[src/rtl/led_ctrl_pkg.sv]
// ============================================================================
// Module      : led_ctrl_pkg
// Description : Shared constants, types and helpers for the LED group
//               control front-end.
// Revision    : 1.0 - initial release
// ============================================================================
`default_nettype none

package led_ctrl_pkg;

  localparam int NUM_GROUPS = 4;
  localparam int GROUP_W    = 4;

  // 10 ms of stable level at 100 MHz; half a second per group when scanning
  localparam int DEFAULT_DEBOUNCE_CYCLES = 1_000_000;
  localparam int DEFAULT_SCAN_CYCLES     = 50_000_000;

  typedef logic [NUM_GROUPS-1:0] group_mask_t;

  // One-hot blanking pattern selecting a single group
  function automatic group_mask_t group_onehot(input logic [1:0] idx);
    group_mask_t m;
    m      = '0;
    m[idx] = 1'b1;
    return m;
  endfunction

endpackage

`default_nettype wire

[src/rtl/btn_debounce.sv]
// ============================================================================
// Module      : btn_debounce
// Description : 2-FF synchroniser plus counting debouncer for one button.
//               Emits the accepted level and a one-cycle pulse on each
//               accepted rising edge.
// Revision    : 1.0 - initial release
// ============================================================================
`default_nettype none

module btn_debounce
  import led_ctrl_pkg::*;
#(
  parameter int DEBOUNCE_CYCLES = DEFAULT_DEBOUNCE_CYCLES
) (
  input  logic clk,
  input  logic rst,
  input  logic din,
  output logic level,
  output logic rise
);

  localparam int               CNT_W    = $clog2(DEBOUNCE_CYCLES);
  localparam logic [CNT_W-1:0] CNT_LAST = CNT_W'(DEBOUNCE_CYCLES - 1);

  logic             sync1_q;
  logic             sync2_q;
  logic [CNT_W-1:0] cnt_q;
  logic [CNT_W-1:0] cnt_d;
  logic             stable_q;
  logic             stable_d;
  logic             stable_dly_q;
  logic             rise_q;

  // Bring the asynchronous pin into the clock domain
  always_ff @(posedge clk or posedge rst) begin
    if (rst) begin
      sync1_q <= 1'b0;
      sync2_q <= 1'b0;
    end else begin
      sync1_q <= din;
      sync2_q <= sync1_q;
    end
  end

  // Count consecutive disagreeing cycles; accept the new level on the last one
  always_comb begin
    cnt_d    = cnt_q;
    stable_d = stable_q;
    if (sync2_q == stable_q) begin
      cnt_d = '0;
    end else if (cnt_q == CNT_LAST) begin
      stable_d = sync2_q;
      cnt_d    = '0;
    end else begin
      cnt_d = cnt_q + CNT_W'(1);
    end
  end

  // Debounce state and registered rising-edge pulse
  always_ff @(posedge clk or posedge rst) begin
    if (rst) begin
      cnt_q        <= '0;
      stable_q     <= 1'b0;
      stable_dly_q <= 1'b0;
      rise_q       <= 1'b0;
    end else begin
      cnt_q        <= cnt_d;
      stable_q     <= stable_d;
      stable_dly_q <= stable_q;
      rise_q       <= stable_q & ~stable_dly_q;
    end
  end

  assign level = stable_q;
  assign rise  = rise_q;

endmodule

`default_nettype wire

[src/rtl/led_group_ctrl.sv]
// ============================================================================
// Module      : led_group_ctrl
// Description : Debounces four push-buttons and toggles a persistent
//               per-group blanking mask on every accepted press.
//               Optional build macro LED_GROUP_SCAN_EN adds a scan_mode input
//               that rotates a single blanked group automatically.
// Revision    : 1.0 - initial release
// ============================================================================
`default_nettype none

module led_group_ctrl
  import led_ctrl_pkg::*;
#(
  parameter int DEBOUNCE_CYCLES = DEFAULT_DEBOUNCE_CYCLES,
  parameter int SCAN_CYCLES     = DEFAULT_SCAN_CYCLES
) (
  input  logic                  clk,
  input  logic                  rst,
  input  logic [NUM_GROUPS-1:0] btn_raw,
`ifdef LED_GROUP_SCAN_EN
  input  logic                  scan_mode,
`endif
  output logic [NUM_GROUPS-1:0] press_evt,
  output group_mask_t           group_off
);

  // Reject configurations the counters and the 16-LED datapath cannot support
  if (DEBOUNCE_CYCLES < 2 || SCAN_CYCLES < 2 || NUM_GROUPS * GROUP_W != 16) begin : g_param_check
    $error("led_group_ctrl: unsupported parameter set");
  end

  group_mask_t w_rise;
  group_mask_t w_level_unused;  // accepted levels, not needed by the mask logic
  group_mask_t mask_q;

  for (genvar g = 0; g < NUM_GROUPS; g++) begin : g_btn
    btn_debounce #(
      .DEBOUNCE_CYCLES (DEBOUNCE_CYCLES)
    ) u_btn_debounce (
      .clk   (clk),
      .rst   (rst),
      .din   (btn_raw[g]),
      .level (w_level_unused[g]),
      .rise  (w_rise[g])
    );
  end

  assign press_evt = w_rise;

  // Each accepted press flips its group's blanking bit
  always_ff @(posedge clk or posedge rst) begin
    if (rst) begin
      mask_q <= '0;
    end else begin
      mask_q <= mask_q ^ w_rise;
    end
  end

`ifdef LED_GROUP_SCAN_EN
  localparam int                SCAN_W    = $clog2(SCAN_CYCLES);
  localparam logic [SCAN_W-1:0] SCAN_LAST = SCAN_W'(SCAN_CYCLES - 1);

  logic              scan_act_q;
  logic [SCAN_W-1:0] scan_cnt_q;
  logic [1:0]        scan_ptr_q;

  // Dwell counter and group pointer; parked at zero whenever scanning is off
  always_ff @(posedge clk or posedge rst) begin
    if (rst) begin
      scan_act_q <= 1'b0;
      scan_cnt_q <= '0;
      scan_ptr_q <= 2'd0;
    end else begin
      scan_act_q <= scan_mode;
      if (!scan_mode || !scan_act_q) begin
        scan_cnt_q <= '0;
        scan_ptr_q <= 2'd0;
      end else if (scan_cnt_q == SCAN_LAST) begin
        scan_cnt_q <= '0;
        scan_ptr_q <= scan_ptr_q + 2'd1;
      end else begin
        scan_cnt_q <= scan_cnt_q + SCAN_W'(1);
      end
    end
  end

  assign group_off = scan_act_q ? group_onehot(scan_ptr_q) : mask_q;
`else
  assign group_off = mask_q;
`endif

endmodule

`default_nettype wire

[config.mk]
export PLATFORM = sky130hd
export DESIGN_NAME = led_group_ctrl
export DESIGN_NICKNAME = d
export VERILOG_FILES = /design/src/rtl/led_ctrl_pkg.sv /design/src/rtl/btn_debounce.sv /design/src/rtl/led_group_ctrl.sv
export SDC_FILE = /design/constraint.sdc
export NUM_CORES = 1
export LEC_CHECK = 0
export ABC_AREA = 1
export CAP_MARGIN = 40
export CORE_MARGIN = 5
export CORE_UTILIZATION = 40
export CTS_CLUSTER_SIZE = 25
export DETAILED_ROUTE_END_ITERATION = 10
export GPL_ROUTABILITY_DRIVEN = 0
export PLACE_DENSITY = 0.6
export SLEW_MARGIN = 10
export SYNTH_ARGS = -nofsm -noshare
export SYNTH_HDL_FRONTEND = slang
export SYNTH_SLANG_ARGS = --single-unit
[constraint.sdc]
create_clock -name clk -period 5.8 [get_ports clk]
set_input_delay 0.58 -clock clk [delete_from_list [all_inputs] [get_ports clk]]
set_output_delay 0.58 -clock clk [all_outputs]
set_load 0.005 [all_outputs]
# Yosys cells after proc, flatten, opt, wreduce, memory -nomap -nowiden
# Index checks and enable logic that the tools add are counted.
# op_classes
muxes,8
eq_ne,8
n_bitwise,13
n_addsub,4
n_reduce_logical,4
# op_table
op,count
$mux W20,8
$add A20 B1 Y20 const B,4
$eq A20 B20 Y1 const B,4
$not A1 Y1,8
$reduce_and A2 Y1,4
$and A1 B1 Y1,4
$eq A1 B1 Y1,4
$xor A4 B4 Y4,1
# word_totals
input_bits,6
elab_cells,62
register_bits,104
output_inout_bits,8

# Depth between registers and ports, before layout
# Gate-level depths: netlist (run 1).
# logic_depth
word_depth,3
mapped_depth,9
mapped_depth_nobuf,9

# Hierarchy
# Synthesis (run 1) repeated with hierarchy kept, for this count alone.
# hier_totals
cells_unflattened,685
area_unflattened_um2,5469.0
# by_module_without_submodules
module,cells_per_inst,area_each_um2,seq_area_each_um2,instances
btn_debounce,165,1322.5,625.6,4
led_group_ctrl,25,178.9,100.1,1

# Least setup slack after synthesis (run 1)
# No wires, ideal clock.
# synth_path
kind,reg2reg
from,reg g_btn[3].u_btn_debounce.cnt_q[0]
to,reg g_btn[3].u_btn_debounce.cnt_q[18]
setup_slack_ns,4.531
stages_incl_launch_ff,7
required_time_ns,5.680
n_path_buf,0
setup_ns,0.120
t_arrival_ns,1.149
period_less_slack_ns,1.269
path_cell_list,dfrtp_1 ha_1 nand3_2 nor2_2 nand3_2 nand2_2 nor2_1
# synth_between
elab_chain_cells,3
elab_cells_between_ends,4
cone_classes,1 x add/sub; 1 x eq/ne; 2 x mux
# synth_lines
element,line_no,source
from (decl),btn_debounce.sv:27,logic [CNT_W-1:0] cnt_q;
from (signal assigned),btn_debounce.sv:67,cnt_q <= cnt_d;
$add A20 B1 Y20 or $eq A20 B20 Y1 (tied branches),"btn_debounce.sv:55, btn_debounce.sv:51",
$mux W20 (*),btn_debounce.sv:51,end else if (cnt_q == CNT_LAST) begin
$mux W20 (*),btn_debounce.sv:49,if (sync2_q == stable_q) begin
named net g_btn[3].u_btn_debounce.cnt_d[18],btn_debounce.sv:28,logic [CNT_W-1:0] cnt_d;
# Mark *: on every way through the listed nets, which the timed path passes. The rest lies on a longest branch.
# A chain may end at the register's enable or synchronous reset.

# Final worst setup path (run 1)
# layout_path
from,reg g_btn[2].u_btn_debounce.rise_q
to,out press_evt[2]
# layout_rtl
element,line_no,source
from (decl),btn_debounce.sv:32,logic rise_q;
from (signal assigned),btn_debounce.sv:70,rise_q <= stable_q & ~stable_dly_q;
to (decl),led_group_ctrl.sv:23,"output logic [NUM_GROUPS-1:0] press_evt,"
# No word-level cell between the ends.

==> metrics.txt, run 1 <==
status=finished clean; global routing met2 resource utilization=22.85%; worst voltage drop across the vdd grid=166.0 µV; biggest cell delay along the critical path=approximately 0.51 ns; Clock Sink Count=104; H-tree levels=3; number of fill cells=1290; Worst Tran Pin Value=0.8304 ns; Initial Util=40.80%; Sequential Area=2603 µm²; Vias=roughly 4100; number of flops mapped to enable cells by yosys=0; post-route setup TNS=0 ns; overall power after layout=1.361 mW; commonest register cell after synthesis=dfrtp_1; die outline width=126.2 µm; post-synthesis async set-or-reset flop share=between 90% and 100%; Max Slew Vio Count=0; combined area of all synthesized cells=roughly 5400 µm²; number of hold buffers added after cts=0; Syn Nets=665; Bufs and invs on worst path=1; number of global-route vias before repair=4059; met1 usage=between 10% and 20%; slowest CP cell=clkdlybuf4s50_1; maximum clock path buffer count=2; classification of the worst-slack hold path=flip-flop to flip-flop; standard-cell row count=42; final hold violations=0; number of nets with antenna violations after detailed routing=0; IO Port Bufs=13; library cell with the largest summed area after synthesis=dfrtp_1; GRT busiest layer=met2; count of endpoints failing setup in the final report=0; Iteration-0 DRC Markers=265; number of standard cells after synthesis=around 660; Post-Route Utilization=45.37%; via density per instance=4.778; full die area=15930 µm²; nets@finish=685; number of warning messages in the yosys log=0; CTS Buf Count=9; f_max=between 500 and 600 MHz; die boundary height=126.2 µm; TritonCTS clock tree=done; antenna violations before repair=0; final instance count without filler cells=856; sort of element at the end of the critical path=primary output; PD cells=226.5 nW/µm²; shortest clock period the worst path allows after layout=1.815 ns; first-pass GRT wire length=18.31 mm; area inside the core boundary=13240 µm²; sequential-to-total area share from yosys stat=48.17%; post-CTS setup buffers=0; required time of the critical path=~5.2 ns; proportion of total power due to net switching=~23%; logic gate share of total power=3.4%; headroom to the max-slew limit=roughly 45%; number of max-cap violations=0; critical-path cell list=clkdlybuf4s50_1; buffer type at the clock tree root=clkbuf_16; detailed-placement wirelength estimate=7.484 mm; average cell area after synthesis=between 8 and 9 µm²; type of the worst setup path=flip-flop to primary output; sequential fraction of design power=between 50 and 60%; gr ovfl total=0; largest net degree at the start of global routing=69; family of cells with the greatest summed delay on the critical path=buffers and inverters; post-synthesis to final-layout area growth=11.21%; clock insertion delay at the later pin of the skew report=about 0.35 ns; cells taking the most area after synthesis=dfrtp_1 48%, nor2_1 11%, nand2_1 7.0%; post-CTS sizing=0; layout cell share with drive strength beyond 1=12.06%; total global routing track utilization=13.90%; number of placed instances, taps included=840; CP Data Arrival Time=about 1.2 ns; Diodes inserted=0; P_sw=0.3150 mW; share of the synthesized area in the top cell type=48.17%; Worst-path clk slew=approximately 0.070 ns; crit path max fanout=2; I/O pin count=14; startpoint types=flip-flop; multi-input gate area in the final layout=2491 µm²; crit share post-route=31.30%; post-detailed-route DRC marker count=0; Clock Skews=around 0.0064 ns; met3 Use GR=4.107%; proportion of power drawn by the clock network=42.1%; Static Leak=~2.7 nW; Post-Route WL=10.18 mm; routed wirelength normalized by instance count=11.89 µm; total of flip-flops plus latches after synthesis=between 100 and 150; setup repair after global routing missed its margin=no; Yosys cell types=28; first drt pass iteration count=4; internal power consumption=1.046 mW
-- cell type report --
class,count,share of cell area [%]
clock inverters,6,0.8538
flip-flops and latches,104,43.32
clock buffers,10,3.811
multi-input cells,473,41.46
well taps,176,3.665
repair buffers,14,2.291
inverters,73,4.602
-- path summary, 6_finish.rpt --
kind	startpoint	end	slack (ns)	depth (start not counted)
max	g_btn[2].u_btn_debounce.rise	press_evt[2]	3.98	1
min	g_btn[3].u_btn_debounce.sync1_q	g_btn[3].u_btn_debounce.sync2_q	0.35	0
max reg2reg	g_btn[0].u_btn_debounce.cnt_q[0]	g_btn[0].u_btn_debounce.cnt_q[5]	4.30	6
min reg2reg	g_btn[3].u_btn_debounce.sync1_q	g_btn[3].u_btn_debounce.sync2_q	0.35	0
max in group asynchronous	rst	g_btn[1].u_btn_debounce.cnt_q[10]	4.02	3
min in group asynchronous	rst	g_btn[1].u_btn_debounce.rise	0.59	2
-- cells in the final DEF, fill, tap and decap left out, drive strengths merged --
| master | Yosys | layout |
|---|---|---|
| nor2 | 186 | 186 |
| nand2 | 120 | 120 |
| dfrtp | 104 | 104 |
| inv | 73 | 76 |
| nand3 | 64 | 64 |
| xor2 | 37 | 37 |
| xnor2 | 13 | 13 |
| clkdlybuf4s50 | 0 | 13 |
| nand4 | 12 | 12 |
| a21oi | 11 | 11 |
| clkbuf | 0 | 10 |
| o21ai | 10 | 10 |
| o21bai | 5 | 5 |
| nor3 | 4 | 4 |
| ha | 4 | 4 |
| nand3b | 4 | 4 |
| clkinv | 0 | 3 |
| and2 | 1 | 1 |
| nor3b | 1 | 1 |
| a31oi | 1 | 1 |
| buf | 5 | 1 |
-- per-stage QoR --
| stage | cell area (µm²) | hold WS, ns | worst slack (ns) |
|---|---|---|---|
| floorplan | 5403 | 0.3312 | 2.488 |
| global placement | 5728 | 0.3354 | 3.539 |
| detailed placement | 5728 | 0.3373 | 3.531 |
| CTS | 6008 | 0.3523 | 3.916 |
| global route | 6008 | 0.3547 | 3.697 |
| finish | 6008 | 0.3496 | 3.985 |
-- flip-flops by register name (all words and copies together) (netlist names) --
signal                             cells
g_btn.u_btn_debounce.sync2_q           4
g_btn.u_btn_debounce.cnt_q            80
g_btn.u_btn_debounce.sync1_q           4
g_btn.u_btn_debounce.rise              4
g_btn.u_btn_debounce.stable_dly_q      4
group_off                              4
g_btn.u_btn_debounce.level             4
-- per-layer routing --
layer	routed length [µm]	part of all wire, %
met5	0	0
met2	4950	49
met4	147	1.4
met1	4751	47
met3	331	3.3
-- cells by family after synthesis --
kind of cell | synth area share (%)
DFF | 48.17
AOI/OAI and AO/OA | 2.756
xor gates and xnor gates | 8.661
buffers and inverters | 5.720
and+or+nand+nor | 33.77
adders and majority gates | 0.9264
-- Yosys cell counts, types with 2 or more instances --
| cell | instances |
|---|---|
| buf_4 | 4 |
| nand2_1 | 101 |
| inv_2 | 4 |
| o21ai_0 | 2 |
| nor2_4 | 9 |
| o21ai_1 | 8 |
| nand4_1 | 12 |
| o21bai_1 | 5 |
| ha_1 | 4 |
| xnor2_1 | 13 |
| nand3_1 | 55 |
| nand3_2 | 9 |
| nor3_1 | 4 |
| inv_1 | 69 |
| nand3b_1 | 3 |
| nor2_1 | 158 |
| nor2_2 | 19 |
| xor2_2 | 4 |
| xor2_1 | 33 |
| dfrtp_1 | 104 |
| nand2_2 | 18 |
| a21oi_1 | 11 |
-- power groups by stage --
stage	Clock, mW	Combinational [mW]	Sequential (mW)
final	0.573	0.0466	0.741
after global routing	0.626	0.0556	0.742
after CTS	0.595	0.0490	0.741
after detailed placement	0	0.0486	0.756
after global placement	0	0.0471	0.755
after floorplan	0	0.0341	0.754
(Power assumes the default switching activity.)
==> run 2: changes to the inputs <==
==> constraint.sdc (replaced) <==
create_clock -name clk -period 1.79 [get_ports clk]
set_input_delay 0.179 -clock clk [delete_from_list [all_inputs] [get_ports clk]]
set_output_delay 0.179 -clock clk [all_outputs]
set_load 0.005 [all_outputs]
==> run 2 against run 1 <==
Effect of this change:
- sequential cell count stayed put
- non-clock buffer count is 1 higher
- global-route usage shrank 0.19 points
- worst hold slack worse by 0.090 ns
- combinational power grew to 3.3 times the previous value
- sequential power increased to 3.2 times the previous value
- wire length shrank 0.83%
- critical path depth grew 5
- first-iteration DRC count shrank 7.9%
- sequential share of layout area decreased by 0.20 points
- setup slack got worse by 3.6 ns
- largest power group unchanged
- highest routed layer unchanged
==> metrics.txt, run 2 (synthesis results as in run 1) <==
type of the worst setup path=flip-flop to flip-flop; crit path max fanout=7; buffer type at the clock tree root=clkbuf_16; clock insertion delay at the later pin of the skew report=0.35 ns; TritonCTS clock tree=done; first drt pass iteration count=4; maximum clock path buffer count=2; Clock Skews=0.003771 ns; antenna violations before repair=0; number of fill cells=roughly 1300; Setup WS post-layout=roughly 0.36 ns; startpoint types=flip-flop; detailed-placement wirelength estimate=7.488 mm; Post-Route Utilization=45.58%; status=finished clean; register with the most flip-flops=g_btn.u_btn_debounce.cnt_q; layout cell share with drive strength beyond 1=12.04%; Worst Tran Pin Value=0.4054 ns; die outline width=126.2 µm; Static Leak=about 2.7 nW; crit share post-route=about 80%; worst voltage drop across the vdd grid=476.3 µV; number of nets with antenna violations after detailed routing=0; Worst-path clk slew=0.07 ns; cell depth of the worst flop-to-flop path=6; post-CTS sizing=0; total global routing track utilization=a little over an eighth; full die area=15930 µm²; sort of element at the end of the critical path=flip-flop; I/O pin count=14; post-CTS setup buffers=0; CP Data Arrival Time=1.66 ns; PD cells=727.0 nW/µm²; post-synthesis to final-layout area growth=11.72%; Max Slew Vio Count=0; number of global-route vias before repair=3912; area inside the core boundary=13240 µm²; standard-cell row count=42; via density per instance=4.714; Vias=4040; Worst Setup Slack post-DPL=0.3519 ns; die boundary height=126.2 µm; largest net degree at the start of global routing=54; classification of the worst-slack hold path=primary input to flip-flop; Iteration-0 DRC Markers=244; gr ovfl total=0; post-route setup TNS=0 ns; required time of the critical path=~2.0 ns; number of flip-flops in the largest register=80; shortest clock period the worst path allows after layout=1.428 ns; number of max-cap violations=0; setup repair after global routing missed its margin=no; final hold violations=0; H-tree levels=3; most common cell after layout, fill and taps aside=nor2_1; first-pass GRT wire length=17.91 mm; headroom to the max-slew limit=between 70 and 80%; Diodes inserted=0; routed wirelength normalized by instance count=11.78 µm; CTS Buf Count=9; highest-count cells in the layout ignoring fill and taps=158 x nor2_1, 104 x dfrtp_1, 101 x nand2_1, 68 x inv_1, 55 x nand3_1; IO Port Bufs=13; f_max=around 700 MHz; Hold Path Cell Cnt=1; nets@finish=between 600 and 700; Clock Sink Count=104; Post-Route WL=10.10 mm; post-detailed-route DRC marker count=0; number of hold buffers added after cts=0; Initial Util=around 41%; count of endpoints failing setup in the final report=0
-- run 2: path summary, 6_finish.rpt --
check,startpoint,endpoint,slack (ns)
setup / recovery,g_btn[1].u_btn_debounce.cnt_q[0],g_btn[1].u_btn_debounce.cnt_q[9],0.36
hold / removal,btn_raw[2],g_btn[2].u_btn_debounce.sync1_q,0.26
setup reg to reg,g_btn[1].u_btn_debounce.cnt_q[0],g_btn[1].u_btn_debounce.cnt_q[9],0.36
hold reg to reg,g_btn[2].u_btn_debounce.sync1_q,g_btn[2].u_btn_debounce.sync2_q,0.35
max in group asynchronous,rst,g_btn[2].u_btn_debounce.cnt_q[4],1.27
min in group asynchronous,rst,g_btn[1].u_btn_debounce.stable_dly_q,0.28
-- run 2: layout make-up --
| class | instances | area (µm²) | area share (%) |
|---|---|---|---|
| Clock buffer | 11 | 232.7 | 3.856 |
| Clock inverter | 5 | 41.29 | 0.6841 |
| Multi-Input combinational cell | 473 | 2491 | 41.27 |
| Tap cell | 176 | 220.2 | 3.648 |
| Sequential cell | 104 | 2603 | 43.12 |
| Inverter | 73 | 277.8 | 4.602 |
| Timing Repair Buffer | 15 | 170.2 | 2.819 |
-- run 2: power by group --
part | internal (mW) | leakage, nW | switching (mW)
clock network | 0.959 | 0.132 | 0.872
logic | 0.0509 | 1.11 | 0.105
registers | 2.38 | 1.42 | 0.0215
-- run 2: stage by stage --
stage                     cells  cell area [µm²]  hold slack, ns  power (mW)
after CTS                   857             6036          0.2408       4.477
after global placement      841             5762          0.3337       2.607
after global routing        857             6036          0.2466       4.581
after floorplan             655             5406          0.2104       2.554
after detailed placement    841             5762          0.3347       2.611
final                       857             6036          0.2601       4.388
-- run 2: layer usage --
layer / up-vias / share of wire, % / track usage, %
met5: - / 0 / 0
met4: 0 / 1.6 / 4.984
met3: 16 / 3.1 / 3.937
met2: 49 / 47 / 21.78
met1: 1887 / 48 / 17.93
li1: 2088 / - / -
-- run 2: critical path, stage by stage, from the launching register on --
cell and delay (ns):
dfrtp_1 0.37, ha_1 0.21, nand3_2 0.11, nor2_2 0.21, nand3_2 0.19, nand2_2 0.17, nor2_1 0.06
==> run 3: changes to the inputs <==
--- a/config.mk
+++ b/config.mk
@@ -12,7 +12,7 @@
 export CTS_CLUSTER_SIZE = 25
 export DETAILED_ROUTE_END_ITERATION = 10
 export GPL_ROUTABILITY_DRIVEN = 0
-export PLACE_DENSITY = 0.6
+export PLACE_DENSITY = 0.62
 export SLEW_MARGIN = 10
 export SYNTH_ARGS = -nofsm -noshare
 export SYNTH_HDL_FRONTEND = slang
==> constraint.sdc (replaced) <==
create_clock -name clk -period 1.3 [get_ports clk]
set_input_delay 0.13 -clock clk [delete_from_list [all_inputs] [get_ports clk]]
set_output_delay 0.13 -clock clk [all_outputs]
set_load 0.005 [all_outputs]
==> run 3 against run 2 <==
Effect of this change:
- the run now ends with setup timing left
- clock-buffer cell count shrank 1
- cell count grew 9.8%
- utilization grew 10 points
- power grew 48%
- clock skew grew 0.0011 ns
- first-iteration DRC count grew 23%
- setup slack lost 0.47 ns
- global-route usage grew 1.3 points
- die area is the same
- fmax grew 1.3%
- via count grew 12%
- sequential share of layout area shrank 7.6 points
- critical path type unchanged
==> metrics.txt, run 3 (synthesis results as in run 1) <==
number of max-cap violations=0; crit path max fanout=8; final hold violations=0; capture point of the worst reg-to-reg path=g_btn[2].u_btn_debounce.cnt_q[18]; Clock Skews=0.004880 ns; clock insertion delay at the later pin of the skew report=around 0.35 ns; total global routing track utilization=15.00%; area after detailed placement=6172 µm²; detailed-placement wirelength estimate=7.927 mm; via density per instance=4.806; shortest clock period the worst path allows after layout=1.410 ns; sort of element at the end of the critical path=flip-flop; Setup WS post-layout=-0.1098 ns; Iteration-0 DRC Markers=301; first-pass GRT wire length=around 20 mm; number of nets with antenna violations after detailed routing=0; Worst-path clk slew=0.07 ns; f_max=709.3 MHz; full die area=15930 µm²; post-synthesis to final-layout area growth=36.50%; library cell appearing most often on the critical path=nor2_1; biggest cell delay along the critical path=0.43 ns; register-to-register setup slack=-0.11 ns; antenna violations before repair=0; logic gate share of total power=between 5 and 6%; count of endpoints failing setup in the final report=25; type of the worst setup path=flip-flop to flip-flop; cell depth of the worst flop-to-flop path=6; status=finished with violations; slowest CP cell=dfrtp_1; first drt pass iteration count=4; routed wirelength normalized by instance count=12.72 µm; Reg2Reg Launch Point=g_btn[2].u_btn_debounce.cnt_q[7]; die outline width=126.2 µm; standard-cell row count=42; P_sw=1.518 mW; number of flip-flops in the largest register=80; post-detailed-route DRC marker count=0; setup repair after global routing missed its margin=yes; proportion of power drawn by the clock network=43.9%; maximum clock path buffer count=2; gr ovfl total=0; Worst Tran Pin Value=about 0.36 ns; number of global-route vias before repair=4344; register with the most flip-flops=g_btn.u_btn_debounce.cnt_q; highest-count cells in the layout ignoring fill and taps=124 x nor2_1, 95 x nand2_1, 91 x dfrtp_1, 69 x buf_4, 59 x inv_1; layout cell share with drive strength beyond 1=34.38%; required time of the critical path=1.54 ns; Clock Sink Count=104; violated checks=setup timing; I/O pin count=14; crit share post-route=108.4%; headroom to the max-slew limit=76.28%; CTS Buf Count=9; worst voltage drop across the vdd grid=655.2 µV; Initial Util=40.80%; TritonCTS clock tree=done; Post-Layout Inst Area=7375 µm²; buffer type at the clock tree root=clkbuf_16; CP Data Arrival Time=between 1.5 and 2 ns; Post-Route WL=~12 mm; internal power consumption=4.996 mW; area inside the core boundary=13240 µm²; IO Port Bufs=13; most common cell after layout, fill and taps aside=nor2_1; Vias=around 4500; Static Leak=between 3 and 4 nW; PD cells=883.3 nW/µm²; H-tree levels=3; Diodes inserted=0; largest net degree at the start of global routing=60; Max Slew Vio Count=0; startpoint types=flip-flop; sequential fraction of design power=50.9%; proportion of total power due to net switching=between 20% and 30%; nets@finish=770; hold slack=0.2098 ns; critical-path cell list=nor2_1 > nand2_1 > nor2_1 > nand3_4 > nand2_8 > nor2_2; classification of the worst-slack hold path=primary input to asynchronous set/reset pin; die boundary height=between 100 and 150 µm
-- run 3: per-layer routing --
layer	wire length [µm]	GRT usage, %	vias to the layer above
met5	0	0	-
met1	5285	19.43	2177
met3	360	3.345	14
met2	6203	25.26	70
met4	116	4.353	0
li1	-	-	2261
-- run 3: what timing repair did --
action                     in CTS  in global routing
resized for setup              41                131
buffers inserted               10                 21
gates cloned                    0                  0
pin swaps                       9                 43
setup endpoints to repair      53                 69
hold buffers                    0                  0
-- run 3: layout make-up --
type	count	area (µm²)
Clock buffer	10	239.0
Clock inverter	6	75.07
Fill cell	1166	5868
Inverter	73	282.8
Multi-Input combinational cell	473	3083
Sequential cell	104	2619
Tap cell	176	220.2
Timing Repair Buffer	99	855.8
-- run 3: per-stage QoR --
step           setup WS, ns  std cells  power (mW)  TNS (ns)  utilization, %
2_1_floorplan      -0.07555        655       3.517    -7.858               -
3_3_place_gp       -0.04001        894       3.616   -0.2809           46.61
3_5_place_dp        -0.1081        894       3.626    -1.780           46.61
4_1_cts            -0.04114        920       6.558  -0.07277           50.73
5_1_grt             -0.2183        941       6.776    -4.799           55.69
6_report            -0.1098        941       6.514    -1.342           55.69
-- run 3: power groups by stage --
stage	combinational, mW	sequential [mW]	clock (mW)
after floorplan	0.153	3.36	0
after global placement	0.250	3.37	0
after detailed placement	0.257	3.37	0
after CTS	0.286	3.31	2.96
after global routing	0.384	3.32	3.07
final	0.341	3.31	2.86
-- run 3: worst max-delay path, delay by kind of cell (launching register included) --
| kind | cells | cell delay [ns] |
|---|---|---|
| simple gates | 6 | 0.87 |
| flops | 1 | 0.43 |
-- run 3: worst max-delay path by stage --
stage	startpoint	to	slack, ns	depth (start not counted)
final	g_btn[2].u_btn_debounce.cnt_q[7]	g_btn[2].u_btn_debounce.cnt_q[18]	-0.11	6
after global routing	g_btn[2].u_btn_debounce.cnt_q[7]	g_btn[2].u_btn_debounce.cnt_q[18]	-0.22	6
after global placement	g_btn[0].u_btn_debounce.cnt_q[0]	g_btn[0].u_btn_debounce.cnt_q[18]	-0.04	6
after detailed placement	g_btn[0].u_btn_debounce.cnt_q[0]	g_btn[0].u_btn_debounce.cnt_q[9]	-0.11	6
after CTS	g_btn[3].u_btn_debounce.cnt_q[0]	g_btn[3].u_btn_debounce.cnt_q[13]	-0.04	8
after floorplan	rst	g_btn[0].u_btn_debounce.cnt_q[0]	-0.08	1
